===== src/rtl/uart_rx_deframer.sv =====
// uart_rx_deframer
// Turns the sampler's per-bit decisions into UART frames: start bit,
// DATA_BITS data bits LSB-first, optional parity bit, then STOP_BITS stop
// bits. Each finished frame is offered on a valid/ready output together
// with its parity and framing status. A sticky overrun flag records frames
// that were dropped.
//
// Ports
//   clk, rst_n    system clock (rising edge); asynchronous active-low reset
//   bit_in        sampled line bit, qualified by bit_valid
//   bit_valid     1-clk strobe from the sampler
//   sampler_stop  1-clk pulse at end of frame; re-arms the sampler
//   rx_data       received data; bit 0 is the first data bit on the line
//   rx_valid      rx_data / err_* are valid
//   rx_ready      consumer accepts the frame
//   err_parity    parity mismatch for the frame in rx_data
//   err_frame     a stop bit of the frame in rx_data was sampled 0
//   overrun       sticky: a completed frame was dropped
//   clr_ovr       1-clk pulse that clears overrun
//   dbg_state     current FSM state, for observation only
//
// Output handshake: a frame transfers on every clk where rx_valid and
// rx_ready are both 1. rx_valid then falls on the next clk unless a new
// frame commits in that same clk. Once rx_valid is 1, rx_data and err_*
// stay stable until the frame is taken. They also keep their values after
// the transfer, until the next commit. If a frame completes while an
// untaken frame is still held, the new frame is dropped and overrun is set.

module uart_rx_deframer #(
  parameter int unsigned DATA_BITS  = 8,
  parameter int unsigned PARITY_EN  = 0,
  parameter int unsigned PARITY_ODD = 0,
  parameter int unsigned STOP_BITS  = 1
) (
  input  logic                 clk,
  input  logic                 rst_n,
  input  logic                 bit_in,
  input  logic                 bit_valid,
  output logic                 sampler_stop,
  output logic [DATA_BITS-1:0] rx_data,
  output logic                 rx_valid,
  input  logic                 rx_ready,
  output logic                 err_parity,
  output logic                 err_frame,
  output logic                 overrun,
  input  logic                 clr_ovr,
  output logic [2:0]           dbg_state
);

  localparam int unsigned     CW        = $clog2(DATA_BITS + 1);
  localparam logic [CW-1:0]   LAST_BIT  = CW'(DATA_BITS - 1);
  localparam logic            LAST_STOP = (STOP_BITS == 2);
  localparam logic            PAR_ON    = (PARITY_EN != 0);
  localparam logic            PAR_ODD   = (PARITY_ODD != 0);

  typedef enum logic [2:0] {
    S_START = 3'd0,
    S_DATA  = 3'd1,
    S_PAR   = 3'd2,
    S_STOP  = 3'd3,
    S_END   = 3'd4
  } state_t;

  state_t                 state_q, state_d;
  logic [DATA_BITS-1:0]   shift_q, shift_d;
  logic [CW-1:0]          bit_cnt_q, bit_cnt_d;
  logic                   acc_q, acc_d;
  logic                   par_bad_q, par_bad_d;
  logic                   stop_bad_q, stop_bad_d;
  logic                   stop_cnt_q, stop_cnt_d;
  logic                   sampler_stop_q, sampler_stop_d;
  logic [DATA_BITS-1:0]   rx_data_q, rx_data_d;
  logic                   rx_valid_q, rx_valid_d;
  logic                   err_parity_q, err_parity_d;
  logic                   err_frame_q, err_frame_d;
  logic                   overrun_q, overrun_d;
  logic                   commit;
  logic                   ovr_set;

  // Frame FSM. Every transition into S_END happens on the edge that
  // consumes the last bit. So sampler_stop and the commit become visible
  // together, during the single S_END clk.
  always_comb begin
    state_d        = state_q;
    shift_d        = shift_q;
    bit_cnt_d      = bit_cnt_q;
    acc_d          = acc_q;
    par_bad_d      = par_bad_q;
    stop_bad_d     = stop_bad_q;
    stop_cnt_d     = stop_cnt_q;
    sampler_stop_d = 1'b0;
    commit         = 1'b0;
    case (state_q)
      S_START: begin
        if (bit_valid) begin
          if (!bit_in) begin
            state_d    = S_DATA;
            bit_cnt_d  = '0;
            acc_d      = 1'b0;
            par_bad_d  = 1'b0;
            stop_bad_d = 1'b0;
            stop_cnt_d = 1'b0;
          end else begin
            // False start: end the frame without delivering anything.
            state_d        = S_END;
            sampler_stop_d = 1'b1;
          end
        end
      end
      S_DATA: begin
        if (bit_valid) begin
          shift_d   = {bit_in, shift_q[DATA_BITS-1:1]};
          acc_d     = acc_q ^ bit_in;
          bit_cnt_d = bit_cnt_q + 1'b1;
          if (bit_cnt_q == LAST_BIT) begin
            state_d = PAR_ON ? S_PAR : S_STOP;
          end
        end
      end
      S_PAR: begin
        if (bit_valid) begin
          par_bad_d = acc_q ^ bit_in ^ PAR_ODD;
          state_d   = S_STOP;
        end
      end
      S_STOP: begin
        if (bit_valid) begin
          stop_bad_d = stop_bad_q | ~bit_in;
          if (stop_cnt_q == LAST_STOP) begin
            state_d        = S_END;
            sampler_stop_d = 1'b1;
            commit         = 1'b1;
          end else begin
            stop_cnt_d = 1'b1;
          end
        end
      end
      S_END: begin
        state_d = S_START;
      end
      default: begin
        state_d = S_START;
      end
    endcase
  end

  // Output holding register and overrun tracking. Commit uses stop_bad_d
  // so that the last stop bit, consumed on this same edge, is included.
  always_comb begin
    rx_valid_d   = rx_valid_q & ~rx_ready;
    rx_data_d    = rx_data_q;
    err_parity_d = err_parity_q;
    err_frame_d  = err_frame_q;
    ovr_set      = 1'b0;
    if (commit) begin
      if (!rx_valid_q || rx_ready) begin
        rx_data_d    = shift_q;
        err_parity_d = par_bad_q;
        err_frame_d  = stop_bad_d;
        rx_valid_d   = 1'b1;
      end else begin
        ovr_set = 1'b1;
      end
    end
    // If a set and a clear arrive in the same clk, the set wins.
    overrun_d = ovr_set | (overrun_q & ~clr_ovr);
  end

  always_ff @(posedge clk or negedge rst_n) begin
    if (!rst_n) begin
      state_q        <= S_START;
      shift_q        <= '0;
      bit_cnt_q      <= '0;
      acc_q          <= 1'b0;
      par_bad_q      <= 1'b0;
      stop_bad_q     <= 1'b0;
      stop_cnt_q     <= 1'b0;
      sampler_stop_q <= 1'b0;
      rx_data_q      <= '0;
      rx_valid_q     <= 1'b0;
      err_parity_q   <= 1'b0;
      err_frame_q    <= 1'b0;
      overrun_q      <= 1'b0;
    end else begin
      state_q        <= state_d;
      shift_q        <= shift_d;
      bit_cnt_q      <= bit_cnt_d;
      acc_q          <= acc_d;
      par_bad_q      <= par_bad_d;
      stop_bad_q     <= stop_bad_d;
      stop_cnt_q     <= stop_cnt_d;
      sampler_stop_q <= sampler_stop_d;
      rx_data_q      <= rx_data_d;
      rx_valid_q     <= rx_valid_d;
      err_parity_q   <= err_parity_d;
      err_frame_q    <= err_frame_d;
      overrun_q      <= overrun_d;
    end
  end

  assign sampler_stop = sampler_stop_q;
  assign rx_data      = rx_data_q;
  assign rx_valid     = rx_valid_q;
  assign err_parity   = err_parity_q;
  assign err_frame    = err_frame_q;
  assign overrun      = overrun_q;
  assign dbg_state    = state_q;

endmodule


===== config.mk =====
export PLATFORM = sky130hd
export DESIGN_NAME = uart_rx_deframer
export DESIGN_NICKNAME = d
export VERILOG_FILES = /design/src/rtl/uart_rx_deframer.sv
export SDC_FILE = /design/constraint.sdc
export NUM_CORES = 1
export LEC_CHECK = 0
export CELL_PAD_IN_SITES_DETAIL_PLACEMENT = 1
export CELL_PAD_IN_SITES_GLOBAL_PLACEMENT = 1
export CORE_ASPECT_RATIO = 1.25
export CORE_MARGIN = 2
export CORE_UTILIZATION = 37
export DETAILED_ROUTE_END_ITERATION = 10
export PLACE_DENSITY = 0.82
export SETUP_SLACK_MARGIN = 0.5
export SLEW_MARGIN = 0
export SYNTH_ARGS = -nofsm -noshare
export SYNTH_HDL_FRONTEND = slang
export SYNTH_SLANG_ARGS = --single-unit

===== constraint.sdc =====
create_clock -name clk -period 1.55 [get_ports clk]
set_input_delay 0.31 -clock clk [delete_from_list [all_inputs] [get_ports clk]]
set_output_delay 0.31 -clock clk [all_outputs]
set_load 0.01 [all_outputs]

# --- Word-level counts from Yosys, hierarchy flattened ---
# Index checks and enable logic that the tools add are counted.
totals:
  wordCells: 79
  reg_bits: 32
  input_bits: 6
op_classes:
  n_addsub: 1
  reduce_logical: 12
  eq_ne: 11
  bitwise_logic: 8
  muxes: 34
op_table:
  columns: ["op", "count"]
  rows:
  - ["3-bit two-way mux", 7]
  - ["1-bit two-way mux", 17]
  - ["2-bit inequality test (second input constant)", 7]
  - ["4-bit two-way mux", 3]
  - ["3-bit case mux with 4 select lines", 1]
  - ["4-bit AND reduction", 3]
  - ["1-bit case mux with 2 select lines", 5]
  - ["4-bit case mux with 2 select lines", 1]
  - ["3-bit by 2-bit == test with 1-bit output (second input constant)", 2]
  - ["6-bit AND reduction", 1]
  - ["2-bit nonzero test", 3]
  - ["4-bit by 1-bit adder with 4-bit output (second input constant)", 1]
  - ["4-bit by 3-bit == test with 1-bit output (second input constant)", 1]
  - ["2-bit AND reduction", 2]
  - ["3-bit by 1-bit == test with 1-bit output (second input constant)", 1]
  - ["3-bit zero test", 1]
  - ["1-bit NOT", 3]
  - ["1-bit AND", 2]
  - ["1-bit bitwise OR", 2]
  - ["1-bit zero test", 1]
  - ["1-bit logical OR", 1]
  - ["1-bit bitwise XOR", 1]

# --- Logic depth before layout (Yosys ltp) ---
# Gate-level depths: netlist of the first run.
logic_depth:
  word_depth: 5
  ltp_mapped: 5

# --- Least setup slack after synthesis of the first run ---
# OpenSTA, ideal clock, no wires.
synth_timing:
  path_type: "register to register"
  startpoint: "register state_q[1], in the netlist dbg_state[1]"
  endpoint: "register bit_cnt_q[3]"
  arrival_time_ps: 1664
  setup_time_ps: 77
  path_slack_ps: -192
  required_time_ps: 1473
  stages_incl_launch_ff: 6
  cell_sequence: "dfrtp_1 -> buf_2 -> or3b_1 -> clkbuf_2 -> or4_1 -> a21oi_1"
synth_via:
  elab_chain_len: 3
synth_rtl:
  columns: ["item", "line_no", "text"]
  rows:
  - ["start, declared", "64", "state_t state_q, state_d;"]
  - ["start signal, assigned", "185", "state_q <= state_d;"]
  - ["3-bit by 1-bit == test with 1-bit output / 3-bit zero test (equally long branches)", "93", "case (state_q)"]
  - ["2-bit inequality test (no source line) / 2-bit nonzero test (equally long branches)", null, null]
  - ["4-bit AND reduction (no source line)", null, null]
  - ["end signal, assigned", "187", "bit_cnt_q <= bit_cnt_d;"]
  - ["end, declared", "66", "logic [CW-1:0] bit_cnt_q, bit_cnt_d;"]
# Parallel ways exist; a longest one is shown, timed or not.
# A chain may end at the register's enable or synchronous reset.

# --- Worst setup path after layout of the first run ---
layout_timing:
  startpoint: "register state_q[1], in the netlist dbg_state[1]"
  endpoint: "register rx_data_q[6], in the netlist rx_data[6]"
layout_via:
  elab_chain_len: 3
layout_rtl:
  columns: ["item", "line_no", "text"]
  rows:
  - ["3-bit by 2-bit == test with 1-bit output", "93", null]
  - ["1-bit two-way mux", "93", null]
  - ["2-bit AND reduction (no source line)", null, null]
  - ["end signal, assigned", "193", "rx_data_q <= rx_data_d;"]
  - ["end, declared", "72", "logic [DATA_BITS-1:0] rx_data_q, rx_data_d;"]
# Every way passes these cells.

==> out/metrics.yaml, run 1 <==
outcome: "complete, but fails checks"
violations: "negative setup slack"
yosysUniqueCellTypes: 26
initial_core_util_pct: 38.08
cp_slowest_stage_delay_ns: 0.40
dieWidth_um: 57.32
routed_via_density: 5.255
p_seq_share_pct: 38.6
nets: 175
port_buffers: 21
synth_fp_nets: 115
p_leak_nw: 0.9585
drtIter0Drc: 14
antenna_cells: 0
dr.pass1.iters: 4
rsz0062_at_grt: "true"
relSlewSlack_pct: 73.97
power_frac_clock_pct: 16.8
cts_made_buffers: 5
seq_area_frac_synth_pct: 58.99
startpoint_type: "flop"
cts_htree_levels: 2
core_sq_um: 3453
sw_frac_of_total_pct: 34.34
intPower_mw: 2.388
post-route-util_pct: 58.73
cp_slowest_cell: "dfrtp_1"
worst_slack_ns: -0.01787
syn_area_sq_um: 1315
fin_cells: 208
power_density_nw_per_um2: 1793
pwr-share-comb_pct: 44.6
dp_hpwl_mm: 2.093
fin_crit_ns: 1.568
critPathArrivalTime_ns: 1.74
crit_top_cell: "buf_6"
synth_area_leaders: "dfrtp_1 (59%), mux2_2 (15%), a21oi_1 (2.3%)"
antenna_found_initial: 0
whs_ns: 0.4144
ant_nets: 0
setup_viol: 11
period_share_pct: 101.2
rows: 24
cp.required_ns: 1.72
clock_sinks: 31
grt_pass1_wl_mm: 6.092
syn_inst: 108
yosysTopAreaCellShare_pct: 58.99
cts_tree: "built"
finClkSkew_ns: 0.002468
die_h_um: 70.66
fmax_mhz: 637.8
clk_path_buf_depth: 2
placedCellCount: 177
tns_ns: -0.1115
io_pins: 22
routed_wl_mm: 4.048
yosysTopAreaCell: "dfrtp_1"
die-area_sq_um: 4050
crit_fanout: 8
wire_per_inst_um: 19.46
track_usage_pct: 20.23
yosysWarnings: 0
irDropWorstVdd_uv: 1126
clock-root-buffer: "clkbuf_8"
syn_area_per_cell_sq_um: 12.18
switchingPower_mw: 1.249
clk_pin_slew_ns: 0.06
vias: 1093
drive_gt1_share_pct: 58.58
min-delay-path-class: "in2async"
syn2layout_area_growth_pct: 54.23
place_ws_ns: -0.4373
cp-end-kind: "flop"
path_buf_inv: 2
hold_viol: 0
cp_top_family: "flip-flops"
crit_path_cell_trace: "buf_6 > nand4b_1 > nor2b_2 > buf_6 > mux2_4"
cap_viol_max_count: 0
grt_pass1_vias: 1216
grt_max_degree: 32
path_class: "reg2reg"
gr-total-overflow: 0
fillers: 363
remaining_drc_errors: 0
tightest_slew_ns: 0.3905
drv_slew: 0
ys_ff_latch: 31
clkLatencyLatePin_ns: 0.28
gp_congestion: 0.7669
holdBufCountCts: 0
-- final cells by class --
type	count	area [sq um]	area share, %
flip-flops and latches	31	777.0	38.31
repair buffers	58	452.9	22.33
multi-input cells	68	653.1	32.20
well taps	39	48.80	2.406
clock inverters	1	5.005	0.2468
inverters	4	15.01	0.7403
clock buffers	7	76.32	3.763
-- cell usage after synthesis --
cell type and n:
dfrtp_1 31, mux2_2 18, nand2_1 7, a21oi_1 6
o21ai_0 5, inv_1 4, nand3_1 4, nor2_1 4
nor2b_1 4, buf_2 3, o31ai_1 3, or4_1 3
nand2b_1 2, nor3b_1 2, a311oi_1 1, clkbuf_1 1
clkbuf_2 1, ha_1 1, mux2i_1 1, nand4_1 1
nand4b_1 1, nor3_1 1, nor4bb_1 1, o22ai_1 1
or2b_1 1, or3b_1 1
-- stage by stage --
step | cell area [sq um] | total power, mW
2_1_floorplan | 1378 | 2.063
3_3_place_gp | 1699 | 2.513
3_5_place_dp | 1699 | 2.598
4_1_cts | 1918 | 3.413
5_1_grt | 2028 | 3.848
6_report | 2028 | 3.637
-- logic make-up (layout without fill, tap and decap cells) --
group	Yosys count	count (layout)	share of synthesized area, %
fa+ha+maj	1	1	0.9513
simple gates	32	32	13.89
mux	19	19	16.17
buf+inv	9	70	2.948
flops	31	31	58.99
compound gates	16	16	7.041
-- worst paths after layout --
check                           cells past startpoint  slack, ns                       end                startpoint
worst max-delay path                                5      -0.02    rx_data[6]$_DFFE_PN0P_  dbg_state[1]$_DFFE_PN0P_
worst min-delay path                                2       0.41    sampler_stop$_DFF_PN0_                     rst_n
worst max register to register                      5      -0.02    rx_data[6]$_DFFE_PN0P_  dbg_state[1]$_DFFE_PN0P_
worst min register to register                      1       0.51    rx_data[5]$_DFFE_PN0P_    rx_data[5]$_DFFE_PN0P_
max in group asynchronous                           2       0.84  dbg_state[2]$_DFFE_PN0P_                     rst_n
min in group clk                                    1       0.51    rx_data[5]$_DFFE_PN0P_    rx_data[5]$_DFFE_PN0P_
-- state kept, by name, indices dropped and copies added, names as in the netlist --
| signal | flops |
|---|---|
| acc_q | 1 |
| bit_cnt_q | 4 |
| dbg_state | 3 |
| err_frame | 1 |
| err_parity | 1 |
| overrun | 1 |
| par_bad_q | 1 |
| rx_data | 8 |
| rx_valid | 1 |
| sampler_stop | 1 |
| shift_q | 8 |
| stop_bad_q | 1 |
-- what timing repair did --
action | in CTS | in global routing
resized for setup | 83 | 18
pin swaps | 3 | 6
setup endpoints to repair | 46 | 47
buffers inserted | 17 | 6
-- power groups by stage --
stage | combinational (mW) | clock, mW | sequential (mW)
after floorplan | 0.664 | 0 | 1.40
after global placement | 1.14 | 0 | 1.37
after detailed placement | 1.21 | 0 | 1.39
after CTS | 1.42 | 0.625 | 1.37
after global routing | 1.74 | 0.667 | 1.44
final | 1.62 | 0.610 | 1.40
-- per-layer routing --
layer / up-vias / part of all wire (%) / global-route usage, %
met2: 21 / 54 / 36.14
met1: 555 / 39 / 22.37
met3: 13 / 3.0 / 5.119
met4: 0 / 4.5 / 8.786
met5: - / 0 / 0
li1: 504 / - / -
-- layout by cell type, fill, tap and decap left out, types with 2 or more instances in the layout --
master / instances
o31ai_4: 2
dfrtp_1: 30
o21ai_0: 2
mux2_2: 8
nand2_1: 6
buf_6: 11
nor2_1: 2
a21oi_1: 3
nor2_2: 2
buf_4: 28
mux2_4: 10
or4_1: 2
inv_1: 4
a21oi_2: 2
buf_2: 14
o21ai_2: 2
clkdlybuf4s50_1: 4
clkbuf_8: 5
clkbuf_1: 2
nand3_1: 4
nor2b_1: 3
(Power assumes the default switching activity.)
==> run 2, diff against run 1 <==
--- a/config.mk
+++ b/config.mk
@@ -8,7 +8,6 @@
 export CELL_PAD_IN_SITES_DETAIL_PLACEMENT = 1
 export CELL_PAD_IN_SITES_GLOBAL_PLACEMENT = 1
 export CORE_ASPECT_RATIO = 1.25
-export CORE_MARGIN = 2
 export CORE_UTILIZATION = 37
 export DETAILED_ROUTE_END_ITERATION = 10
 export PLACE_DENSITY = 0.82
==> out/metrics.yaml, run 2 (synthesis results as in run 1) <==
min-delay-path-class: "in2async"
worstReg2RegEnd: "shift_q[6]$_DFFE_PN0P_"
core_sq_um: 3309  # -4.2%
cts_htree_levels: 2  # unchanged
worst_slack_ns: -0.06931  # -0.05144 ns
clk_pin_slew_ns: 0.07  # about the same
relSlewSlack_pct: 72.93  # -1.0 points
grt_pass1_vias: 1271  # +4.5%
setup_viol: 17  # +6
routed_via_density: 5.447  # +3.7%
syn2layout_area_growth_pct: 68.13
reg2reg_from: "dbg_state[1]$_DFFE_PN0P_"
path_class: "reg2reg"
tightest_slew_ns: 0.4060  # +0.01549 ns
cp.required_ns: 1.72  # about the same
rsz0062_at_grt: "true"
vias: 1182  # +8.1%
io_pins: 22  # unchanged
final_common_cell: "buf_4"
track_usage_pct: 24.61  # +4.4 points
grt_pass1_wl_mm: 6.658  # +9.3%
hold_viol: 0  # unchanged
cp_num_cells: 4  # -1
cap_viol_max_count: 0  # unchanged
gr-total-overflow: 0  # unchanged
drtIter0Drc: 44  # +30
crit_end: "shift_q[6]$_DFFE_PN0P_"
gp_congestion: 0.7853  # +2.4%
nets: 186  # +6.3%
cp_slowest_cell: "dfrtp_2"
cp-end-kind: "flop"
reg2reg_depth: 4  # -1
clock-root-buffer: "clkbuf_8"
pwr-share-comb_pct: 46.6  # +2.0 points
total_power_mw: 4.346  # +19%
wire_per_inst_um: 24.59  # +26%
power_frac_clock_pct: 19.6  # +2.8 points
period_share_pct: 104.5  # +3.3 points
irDropWorstVdd_uv: 1158  # +2.9%
critPathArrivalTime_ns: 1.79  # +0.05 ns
intPower_mw: 2.818  # +18%
drv_slew: 0  # unchanged
switchingPower_mw: 1.528  # +22%
violations: "negative setup slack"
fmax_mhz: 617.5  # -3.2%
path_buf_inv: 2  # unchanged
crit_path_cell_trace: "buf_6 > nor4bb_4 > buf_6 > mux2_4"
p_seq_share_pct: 33.7  # -4.9 points
grt_max_degree: 32  # unchanged
rows: 23  # -4.2%
r2r_slack_ns: -0.07  # -0.05 ns
antenna_found_initial: 0  # unchanged
power_density_nw_per_um2: 1966  # +9.6%
clkLatencyLatePin_ns: 0.29  # about the same
crit_top_cell: "buf_6"
remaining_drc_errors: 0  # unchanged
outcome: "complete, but fails checks"
placedCellCount: 178  # +0.56%
cts_tree: "built"
clock_sinks: 31  # unchanged
startpoint_type: "flop"
sw_frac_of_total_pct: 35.15  # +0.81 points
initial_core_util_pct: 39.74  # +1.7 points
port_buffers: 21  # unchanged
cp_slowest_stage_delay_ns: 0.46  # +0.06 ns
antenna_cells: 0  # unchanged
routed_wl_mm: 5.335  # +32%
worstSetupStartpoint: "dbg_state[1]$_DFFE_PN0P_"
crit_fanout: 5  # -3
cts_made_buffers: 5  # unchanged
layout_common_cells: "buf_4 (34), dfrtp_1 (29), mux2_4 (18)"
fillers: 334  # -8.0%
p_leak_nw: 1.076  # +12%
dr.pass1.iters: 4  # unchanged
drive_gt1_share_pct: 66.11  # +7.5 points
finClkSkew_ns: 0.007868  # +0.005400 ns
die-area_sq_um: 3798  # -6.2%
dp_hpwl_mm: 2.246  # +7.3%
cp_top_family: "flip-flops"
clk_path_buf_depth: 2  # unchanged
fin_crit_ns: 1.619  # +0.05144 ns
ant_nets: 0  # unchanged
whs_ns: 0.4583  # +0.04394 ns
dieWidth_um: 55.32  # -3.5%
die_h_um: 68.66  # -2.8%
fin_cells: 217  # +4.3%
## run 2: timing repair
action	in CTS	in global routing
gates resized for setup	97	30
endpoints found under the setup margin	46	47
pin swaps	5	4
hold buffers	0	0
cloned	0	1
buffers inserted	18	12
## run 2: cell type report
cell class / instances / area [sq um] / area share, %
clock buffer: 6 / 82.58 / 3.735
clock inverter: 2 / 35.03 / 1.585
inverter: 4 / 15.01 / 0.6791
multi-input combinational: 68 / 699.4 / 31.64
sequential: 31 / 778.2 / 35.20
tap: 37 / 46.29 / 2.094
timing repair buffer: 69 / 554.3 / 25.07
## run 2: worst register-to-register path, delay by kind of cell, from the launching register on
family,cells,cell delay (ns)
flip-flops,1,0.46
buffers and inverters,2,0.34
multiplexers,1,0.31
AND/OR/NAND/NOR,1,0.39
## run 2: worst min path at each step
stage,end,depth (start not counted),startpoint
floorplan,acc_q$_DFFE_PN0P_,0,rst_n
global placement,rx_data[0]$_DFFE_PN0P_,1,shift_q[0]$_DFFE_PN0P_
detailed placement,bit_cnt_q[0]$_DFFE_PN0P_,1,bit_cnt_q[0]$_DFFE_PN0P_
CTS,err_frame$_DFFE_PN0P_,2,rst_n
global route,bit_cnt_q[3]$_DFFE_PN0P_,2,rst_n
finish,rx_data[2]$_DFFE_PN0P_,2,rst_n
## run 2: per-stage QoR
stage	instance area, sq um	util, %	setup WS [ns]	TNS, ns
after floorplan	1378	-	-0.1208	-0.1897
after global placement	1719	51.95	-0.3526	-6.074
after detailed placement	1719	51.95	-0.4492	-7.100
after CTS	2008	60.68	-0.008640	-0.008640
after global routing	2211	66.81	-0.08153	-1.146
final	2211	66.81	-0.06931	-0.6376
## run 2: metal layers
layer	part of all wire, %	track usage (%)	up-vias
met3	2.8	6.157	14
met1	40	24.53	606
met5	0	0	-
met2	54	46.08	40
met4	3.8	16.56	0
li1	-	-	522
## run 2: power groups by stage
stage	registers, mW	logic (mW)	clock network [mW]
floorplan	1.40	0.664	0
global placement	1.38	1.15	0
detailed placement	1.41	1.21	0
CTS	1.39	1.53	0.848
global route	1.49	2.13	0.889
finish	1.47	2.03	0.852
